==> src/rtl/pc_next_stage_pkg.sv <==
// Shared definitions for the PC stage: state encoding and default parameters.
package pc_pkg;

    // RUN: no buffered branch; PEND: one branch held in pend_q while stalled
    typedef enum logic {
        RUN  = 1'b0,
        PEND = 1'b1
    } pc_state_e;

    localparam int unsigned DEFAULT_WIDTH    = 32;
    localparam int unsigned DEFAULT_STEP     = 4;
    localparam int unsigned DEFAULT_RESET_PC = 0;
    localparam int unsigned DEFAULT_CNT_W    = 8;

endpackage

==> src/rtl/pc_next_stage_if.sv <==
// Bus between the PC stage and its control/consumer logic.
// master: the side issuing stall/branch requests and observing the PC.
// slave:  the PC stage itself.
interface pc_next_stage_if #(
    parameter int unsigned WIDTH = 32,
    parameter int unsigned CNT_W = 8
);
    logic             stall;
    logic             branch_valid;
    logic [WIDTH-1:0] branch_target;
    logic [WIDTH-1:0] pc;
    logic [WIDTH-1:0] pc_plus;
    logic [WIDTH-1:0] tgt_sel;
    logic             take;
    logic             pending;
    logic [CNT_W-1:0] redirect_cnt;

    modport master (
        output stall, branch_valid, branch_target,
        input  pc, pc_plus, tgt_sel, take, pending, redirect_cnt
    );

    modport slave (
        input  stall, branch_valid, branch_target,
        output pc, pc_plus, tgt_sel, take, pending, redirect_cnt
    );
endinterface

==> src/rtl/pc_next_stage_mux2.sv <==
// WIDTH-wide 2:1 select: y = s ? x2 : x1.
module pc_mux2 #(
    parameter int unsigned WIDTH = 32
) (
    input  logic             s,
    input  logic [WIDTH-1:0] x1,
    input  logic [WIDTH-1:0] x2,
    output logic [WIDTH-1:0] y
);
    assign y = s ? x2 : x1;
endmodule

==> src/rtl/pc_next_stage.sv <==
// Program-counter stage: holds PC, forms PC+STEP and the branch target,
// drives the select, and buffers one branch that arrives during a stall.
import pc_pkg::*;

module pc_next_stage #(
    parameter int unsigned     WIDTH    = DEFAULT_WIDTH,
    parameter logic [WIDTH-1:0] RESET_PC = WIDTH'(DEFAULT_RESET_PC),
    parameter logic [WIDTH-1:0] STEP     = WIDTH'(DEFAULT_STEP),
    parameter int unsigned     CNT_W    = DEFAULT_CNT_W
) (
    input logic            clk,
    input logic            rst,
    pc_next_stage_if.slave bus
);
    pc_state_e        state_q, state_d;
    logic [WIDTH-1:0] pc_q, pc_d;
    logic [WIDTH-1:0] pend_q, pend_d;
    logic             pending_q, pending_d;
    logic [CNT_W-1:0] cnt_q, cnt_d;

    logic             take;
    logic [WIDTH-1:0] pc_plus;
    logic [WIDTH-1:0] tgt_sel;
    logic [WIDTH-1:0] mux_y;

    // Sequential candidate; wraps modulo 2^WIDTH with no carry out
    assign pc_plus = pc_q + STEP;

    pc_mux2 #(.WIDTH(WIDTH)) u_mux (
        .s  (take),
        .x1 (pc_plus),
        .x2 (tgt_sel),
        .y  (mux_y)
    );

    // Next-state, select and counter logic
    always_comb begin
        state_d = state_q;
        pend_d  = pend_q;
        take    = 1'b0;
        // A live branch always beats the buffered one
        tgt_sel = (state_q == PEND && !bus.branch_valid) ? pend_q : bus.branch_target;

        unique case (state_q)
            RUN: begin
                if (!bus.stall) begin
                    take = bus.branch_valid;
                end else if (bus.branch_valid) begin
                    pend_d  = bus.branch_target;
                    state_d = PEND;
                end
            end
            PEND: begin
                if (bus.stall) begin
                    if (bus.branch_valid) begin
                        pend_d = bus.branch_target;
                    end
                end else begin
                    take    = 1'b1;
                    state_d = RUN;
                end
            end
            default: state_d = RUN;
        endcase

        pc_d      = bus.stall ? pc_q : mux_y;
        pending_d = (state_d == PEND);
        cnt_d     = (take && !bus.stall && cnt_q != '1) ? cnt_q + 1'b1 : cnt_q;
    end

    // State, PC, buffered branch and counter registers with synchronous reset
    always_ff @(posedge clk) begin
        if (rst) begin
            state_q   <= RUN;
            pc_q      <= RESET_PC;
            pend_q    <= '0;
            pending_q <= 1'b0;
            cnt_q     <= '0;
        end else begin
            state_q   <= state_d;
            pc_q      <= pc_d;
            pend_q    <= pend_d;
            pending_q <= pending_d;
            cnt_q     <= cnt_d;
        end
    end

    assign bus.pc           = pc_q;
    assign bus.pc_plus      = pc_plus;
    assign bus.tgt_sel      = tgt_sel;
    assign bus.take         = take;
    assign bus.pending      = pending_q;
    assign bus.redirect_cnt = cnt_q;
endmodule

==> src/flat_wrapper.sv <==
// flat-port wrapper written by rule: the top's interface ports become plain ports
module pc_next_stage_flat 
#(
    parameter int unsigned     WIDTH    = DEFAULT_WIDTH,
    parameter logic [WIDTH-1:0] RESET_PC = WIDTH'(DEFAULT_RESET_PC),
    parameter logic [WIDTH-1:0] STEP     = WIDTH'(DEFAULT_STEP),
    parameter int unsigned     CNT_W    = DEFAULT_CNT_W
)
  (clk, rst, bus_stall, bus_branch_valid, bus_branch_target, bus_pc, bus_pc_plus, bus_tgt_sel, bus_take, bus_pending, bus_redirect_cnt);
  pc_next_stage_if #(.WIDTH(WIDTH), .CNT_W(CNT_W)) bus_i ();
  input logic clk;
  input logic rst;
  input wire logic [$bits(bus_i.stall)-1:0] bus_stall;
  input wire logic [$bits(bus_i.branch_valid)-1:0] bus_branch_valid;
  input wire logic [$bits(bus_i.branch_target)-1:0] bus_branch_target;
  output wire logic [$bits(bus_i.pc)-1:0] bus_pc;
  output wire logic [$bits(bus_i.pc_plus)-1:0] bus_pc_plus;
  output wire logic [$bits(bus_i.tgt_sel)-1:0] bus_tgt_sel;
  output wire logic [$bits(bus_i.take)-1:0] bus_take;
  output wire logic [$bits(bus_i.pending)-1:0] bus_pending;
  output wire logic [$bits(bus_i.redirect_cnt)-1:0] bus_redirect_cnt;
  assign bus_i.stall = bus_stall;
  assign bus_i.branch_valid = bus_branch_valid;
  assign bus_i.branch_target = bus_branch_target;
  assign bus_pc = bus_i.pc;
  assign bus_pc_plus = bus_i.pc_plus;
  assign bus_tgt_sel = bus_i.tgt_sel;
  assign bus_take = bus_i.take;
  assign bus_pending = bus_i.pending;
  assign bus_redirect_cnt = bus_i.redirect_cnt;
  pc_next_stage #(.WIDTH(WIDTH), .RESET_PC(RESET_PC), .STEP(STEP), .CNT_W(CNT_W)) u_core (.clk(clk), .rst(rst), .bus(bus_i));
endmodule
==> config.mk <==
export PLATFORM = sky130hd
export DESIGN_NAME = pc_next_stage_flat
export DESIGN_NICKNAME = d
export VERILOG_FILES = /design/src/rtl/pc_next_stage_pkg.sv /design/src/rtl/pc_next_stage_if.sv /design/src/rtl/pc_next_stage_mux2.sv /design/src/rtl/pc_next_stage.sv /design/src/flat_wrapper.sv
export SDC_FILE = /design/constraint.sdc
export NUM_CORES = 1
export LEC_CHECK = 0
export ABC_AREA = 1
export BUFFER_PORTS_ARGS = -buffer_cell sky130_fd_sc_hd__buf_2
export CAP_MARGIN = 10
export CORE_ASPECT_RATIO = 1.1
export CORE_MARGIN = 4
export CORE_UTILIZATION = 32
export DETAILED_ROUTE_END_ITERATION = 16
export MAX_ROUTING_LAYER = met4
export PLACE_DENSITY = 0.53
export SYNTH_ARGS = -nofsm -noshare
export SYNTH_HDL_FRONTEND = slang
export SYNTH_HIERARCHICAL = 1
export SYNTH_SLANG_ARGS = --single-unit
==> constraint.sdc <==
create_clock -name clk -period 3.38 [get_ports clk]
set_clock_uncertainty 0.1 [all_clocks]
set_input_delay 1.014 -clock clk [delete_from_list [all_inputs] [get_ports clk]]
set_output_delay 1.014 -clock clk [all_outputs]
set_load 0.005 [all_outputs]
==> results_dict.tcl, run 1 <==
set metrics [dict create \
    status "finished clean" \
    vias_per_cell 4.64 \
    grt_pass1_vias 4459 \
    drv_cap 0 \
    antennaDiodeCount 0 \
    yosysSeqAreaShare 0.331 \
    peakVddDrop_mv 0.225 \
    power.total_uw 2330 \
    cts_tree "done" \
    synth.top_cells.by_area "dfxtp_1 33%, nand2_1 16%, nor2_1 15%" \
    syn-num-nets 705 \
    htreeDepth 3 \
    cts_sinks 73 \
    num_rows 44 \
    num_io_pins 142 \
    clock_latency_ns 0.34 \
    antenna_found_initial 0 \
    ys_ff_latch 73 \
    p_seq_frac 0.417 \
    clk_pin_slew_ns 0.05 \
    hold_path.class "reg2reg" \
    post-synth-top-count-cell "nand2_1" \
    holdBufCountCts 0 \
    core_um2 13400 \
    yosysTopAreaCell "dfxtp_1" \
    die_x_um 120 \
    die_area_um2 15800 \
    cts-resized-gates 0 \
    synth_flop_cell "dfxtp_1" \
    power_leakage_uw 0.00261 \
    setup_viol 0 \
    vias 4570 \
    arrival_ns 1.99 \
    crit_type "in2out" \
    finalCritPeriodShare 0.919 \
    route.detailed.drc 0 \
    pwr-share-comb 0.168 \
    gr-usage-all-layers 0.187 \
    critPathMaxFanout 10 \
    die_h_um 131 \
    routed_wl_um 14000 \
    required_ns 2.27 \
    cts_buffers 9 \
    avgSynthCellArea_um2 6.63 \
    worstSetupEndpointType "primary output" \
    antenna_left 0 \
    grt-ovfl-total 0 \
    yosys_warnings 6 \
    place_congestion 0.887 \
    fin_crit_ns 3.11 \
    ys_async_sr_fraction 0 \
    clkPwrFrac 0.415 \
    rsz0062_at_grt "false" \
    fin_ws_ns 0.274 \
    p_sw_frac 0.272 \
    initial_core_util 0.330 \
    synth_commonest_cells "190 x nand2_1, 171 x nor2_1, 73 x dfxtp_1" \
    slew_viol_final 0 \
    cp-start-kind "primary input" \
    clockBufferDepth 2 \
    relSlewSlack 0.628 \
    synth_top_area_share 0.331 \
    cts_root_buffer "clkbuf_16" \
    dp.final_hpwl_um 10700 \
    switchingPower_uw 635 \
    grt_pass1_wl_um 23000 \
    postCtsSetupBuffers 0 \
    fin_setup_tns_ns 0 \
    dr.pass1.iters 5 \
    drt-initial-drc-count 221 \
    syn-cell-area_um2 4420 \
    tightest_slew_ns 0.558 \
    ys_types 28 \
    fill_cells 1480 \
    syn_inst 667 \
    port_buffers 141 \
    syn_to_final_growth_pct 25.0 \
    routedWlPerCell_um 14.3 \
    fmax_mhz 322 \
    preCtsSetupSlack_ns 0.263 \
    grt_max_degree 41 \
    internal_power_uw 1700 \
    nets 834 \
    drive_gt1_frac 0.284 \
    powerDensity_nw_per_um2 422 \
    synth_edf_count 0 \
    finalHoldViolations 0 \
]
critical path: stages:
cell and delay [ns]:
buf_2 0.11, inv_1 0.04, nand2_1 0.12, buf_4 0.22, mux2_2 0.36, buf_2 0.13
area by class of cell:
cell class,count,area [um2],area share
sequential,73,1460,0.264
clock buffer,13,260,0.0471
clock inverter,2,37.5,0.00679
multi-input combinational,540,2650,0.479
timing repair buffer,150,798,0.144
inverter,22,90.1,0.0163
tap,184,230,0.0417
logic make-up after synthesis:
kind of cell               Yosys count  share of synthesized area
adders and majority gates            2                    0.00566
DFF                                 73                      0.331
buffers and inverters               54                     0.0713
muxes                               32                     0.0815
xor gates and xnor gates            15                     0.0297
AOI/OAI and AO/OA                   77                     0.0872
and+or+nand+nor                    414                      0.394
metal layers:
layer | vias up | wire length [um] | track usage
li1 | 2371 | - | -
met5 | - | 0 | -
met2 | 131 | 6580 | 0.298
met3 | 17 | 840 | 0.0408
met1 | 2051 | 6380 | 0.235
met4 | 0 | 249 | 0.0630
layout by cell type (no fill, tap or decap):
master,count
ha_1,2
dfxtp_1,73
buf_12,2
a21oi_1,9
nand2_4,2
nand4_1,1
inv_2,3
inv_8,1
clkinvlp_4,1
nand2_1,190
nand3b_1,15
nor3_1,1
clkbuf_8,2
clkbuf_1,2
buf_2,141
o21ai_1,1
o21ai_0,67
xnor2_1,8
nor2_1,171
mux2_2,32
nand2_2,13
nor2_4,7
nand3_2,2
nor2_2,4
nand3_1,8
buf_4,7
inv_1,18
bufinv_16,1
xor2_1,7
clkbuf_16,9
worst paths after layout:
check | slack (ns) | end | cells after the start | startpoint
max | 0.27 | bus_tgt_sel[23] | 6 | bus_branch_valid
min | 0.38 | u_core/pend_q[23]$_SDFFE_PP0P_ | 2 | u_core/pend_q[23]$_SDFFE_PP0P_
max reg2reg | 1.41 | u_core/bus.pc[16]$_SDFFE_PP0N_ | 9 | u_core/bus.pc[2]$_SDFFE_PP0N_
min reg2reg | 0.38 | u_core/pend_q[23]$_SDFFE_PP0P_ | 2 | u_core/pend_q[23]$_SDFFE_PP0P_
sequential cells by signal (all words and copies together) (netlist names):
name                     cells
u_core/bus.pc               32
u_core/bus.pending           1
u_core/bus.redirect_cnt      8
u_core/pend_q               32
power by group through the flow:
| stage | logic [uW] | clock network, uW | registers [uW] |
|---|---|---|---|
| 2_1_floorplan | 243 | 0 | 980 |
| 3_3_place_gp | 392 | 0 | 987 |
| 3_5_place_dp | 397 | 0 | 990 |
| 4_1_cts | 399 | 998 | 971 |
| 5_1_grt | 451 | 1030 | 981 |
| 6_report | 393 | 967 | 971 |
per-stage QoR:
stage                     cells  utilization  cell area (um2)  hold slack (ns)
after floorplan             667            -             4420            0.351
after global placement      969        0.391             5230            0.362
after detailed placement    969        0.391             5230            0.373
after CTS                   984        0.413             5530            0.385
after global routing        984        0.413             5530            0.401
final                       984        0.413             5530            0.380
(Power assumes the default switching activity.)
==> run 2, diff against run 1 <==
--- a/config.mk
+++ b/config.mk
@@ -12,6 +12,7 @@
 export CORE_MARGIN = 4
 export CORE_UTILIZATION = 32
 export DETAILED_ROUTE_END_ITERATION = 16
+export GPL_ROUTABILITY_DRIVEN = 0
 export MAX_ROUTING_LAYER = met4
 export PLACE_DENSITY = 0.53
 export SYNTH_ARGS = -nofsm -noshare
==> constraint.sdc (replaced) <==
create_clock -name clk -period 3.38 [get_ports clk]
set_clock_uncertainty 0.1 [all_clocks]
set_input_delay 1.014 -clock clk [delete_from_list [all_inputs] [get_ports clk]]
set_output_delay 1.014 -clock clk [all_outputs]
set_load 0.01 [all_outputs]
==> results_dict.tcl, run 2 (same netlist as run 1, synthesis figures left out) <==
set metrics [dict create \
    grt_pass1_vias 4467 \
    num_io_pins 142 \
    power_leakage_uw 0.00260 \
    dr.pass1.iters 4 \
    finalCritPeriodShare 0.924 \
    fin_crit_ns 3.12 \
    cts_buffers 9 \
    clk_pin_slew_ns 0.05 \
    dpl.cell_count 969 \
    htreeDepth 3 \
    antenna_found_initial 0 \
    critPathMaxFanout 10 \
    finalHoldViolations 0 \
    route.detailed.drc 0 \
    post-route-util 0.411 \
    antenna_left 0 \
    hold_depth 2 \
    gr-usage-all-layers 0.188 \
    worstSetupEndpointType "primary output" \
    powerDensity_nw_per_um2 415 \
    required_ns 2.27 \
    clock_latency_ns 0.34 \
    syn_to_final_growth_pct 24.3 \
    cts-resized-gates 0 \
    crit_type "in2out" \
    hold_path.class "reg2reg" \
    port_buffers 141 \
    p_seq_frac 0.426 \
    peakVddDrop_mv 0.170 \
    fin_cells 983 \
    fin_setup_tns_ns 0 \
    holdPathEnd "u_core/pend_q[23]$_SDFFE_PP0P_" \
    drive_gt1_frac 0.282 \
    status "finished clean" \
    grt_max_degree 41 \
    grt-ovfl-total 0 \
    routed_wl_um 14300 \
    fin_ws_ns 0.258 \
    die_h_um 131 \
    hp-start "u_core/pend_q[23]$_SDFFE_PP0P_" \
    multi_input_area_um2 2650 \
    worstRegToRegCells 9 \
    core_um2 13400 \
    arrival_ns 2.01 \
    holdBufCountCts 0 \
    vias_per_cell 4.67 \
    antennaDiodeCount 0 \
    internal_power_uw 1620 \
    setup_viol 0 \
    rsz0062_at_grt "false" \
    cts_tree "done" \
    r2r-end "u_core/bus.pc[16]$_SDFFE_PP0N_" \
    slew_viol_final 0 \
    p_sw_frac 0.291 \
    die_area_um2 15800 \
    pwr-share-comb 0.188 \
    r2r_setup_slack_ns 1.39 \
    vias 4587 \
    grt_pass1_wl_um 23000 \
    nets 834 \
    preCtsSetupSlack_ns 0.242 \
    num_rows 44 \
    fill_cells 1486 \
    tightest_slew_ns 0.598 \
    regArea_um2 1460 \
    initial_core_util 0.330 \
    cts_sinks 73 \
    relSlewSlack 0.601 \
    drv_cap 0 \
    worstReg2RegStart "u_core/bus.pc[3]$_SDFFE_PP0N_" \
    mostFrequentLayoutCells "190 x nand2_1, 171 x nor2_1, 141 x buf_2" \
    dp.final_hpwl_um 10800 \
    layout_commonest_cell "nand2_1" \
    routedWlPerCell_um 14.5 \
    fmax_mhz 320 \
    cp-start-kind "primary input" \
    die_x_um 120 \
    cts_root_buffer "clkbuf_16" \
    finalHoldWorstSlack_ns 0.380 \
    postCtsSetupBuffers 0 \
    switchingPower_uw 663 \
    clockBufferDepth 2 \
    drt-initial-drc-count 169 \
    clkPwrFrac 0.387 \
]
[run 2: changes by cell type in the layout (fill, tap and decap cells not counted), sizes merged]
| cell | before | now |
|---|---|---|
| clkbuf | 13 | 14 |
| bufinv | 1 | 0 |
| clkinvlp | 1 | 0 |
[run 2: how the worst max path moves through the flow]
stage | startpoint | cells after the start | slack (ns) | endpoint
final | bus_branch_valid | 6 | 0.26 | bus_tgt_sel[22]
after detailed placement | bus_branch_valid | 6 | 0.24 | bus_tgt_sel[28]
after floorplan | bus_branch_valid | 4 | 0.55 | bus_tgt_sel[30]
after global routing | u_core/bus.pc[3]$_SDFFE_PP0N_ | 6 | 0.11 | bus_pc_plus[16]
after global placement | bus_branch_valid | 6 | 0.25 | bus_tgt_sel[26]
after CTS | u_core/bus.pc[3]$_SDFFE_PP0N_ | 6 | 0.23 | bus_pc_plus[16]
[run 2: metrics by stage]
stage          cell area [um2]  power, uW
2_1_floorplan             4420       1260
3_3_place_gp              5230       1410
3_5_place_dp              5230       1420
4_1_cts                   5490       2320
5_1_grt                   5490       2410
6_report                  5490       2280
[run 2: area by class of cell]
cell class / count / area share
multi-input cells: 540 / 0.482
flip-flops and latches: 73 / 0.266
repair buffers: 150 / 0.145
clock buffers: 14 / 0.0481
well taps: 184 / 0.0419
inverters: 22 / 0.0164
[run 2: metal layers]
layer  global-route usage  wire length [um]
met1                0.239              6700
met2                0.291              6540
met3               0.0417               736
met4               0.0707               299
met5                    -                 0
[run 2: power groups by stage]
stage	combinational, uW	clock (uW)	sequential [uW]
2_1_floorplan	265	0	991
3_3_place_gp	425	0	987
3_5_place_dp	432	0	990
4_1_cts	434	913	972
5_1_grt	481	945	981
6_report	428	883	971
[run 2: critical path, cell delays in order]
cell and delay [ns]:
buf_2 0.11, inv_1 0.04, nand2_1 0.12, buf_4 0.22, mux2_2 0.36, buf_2 0.14
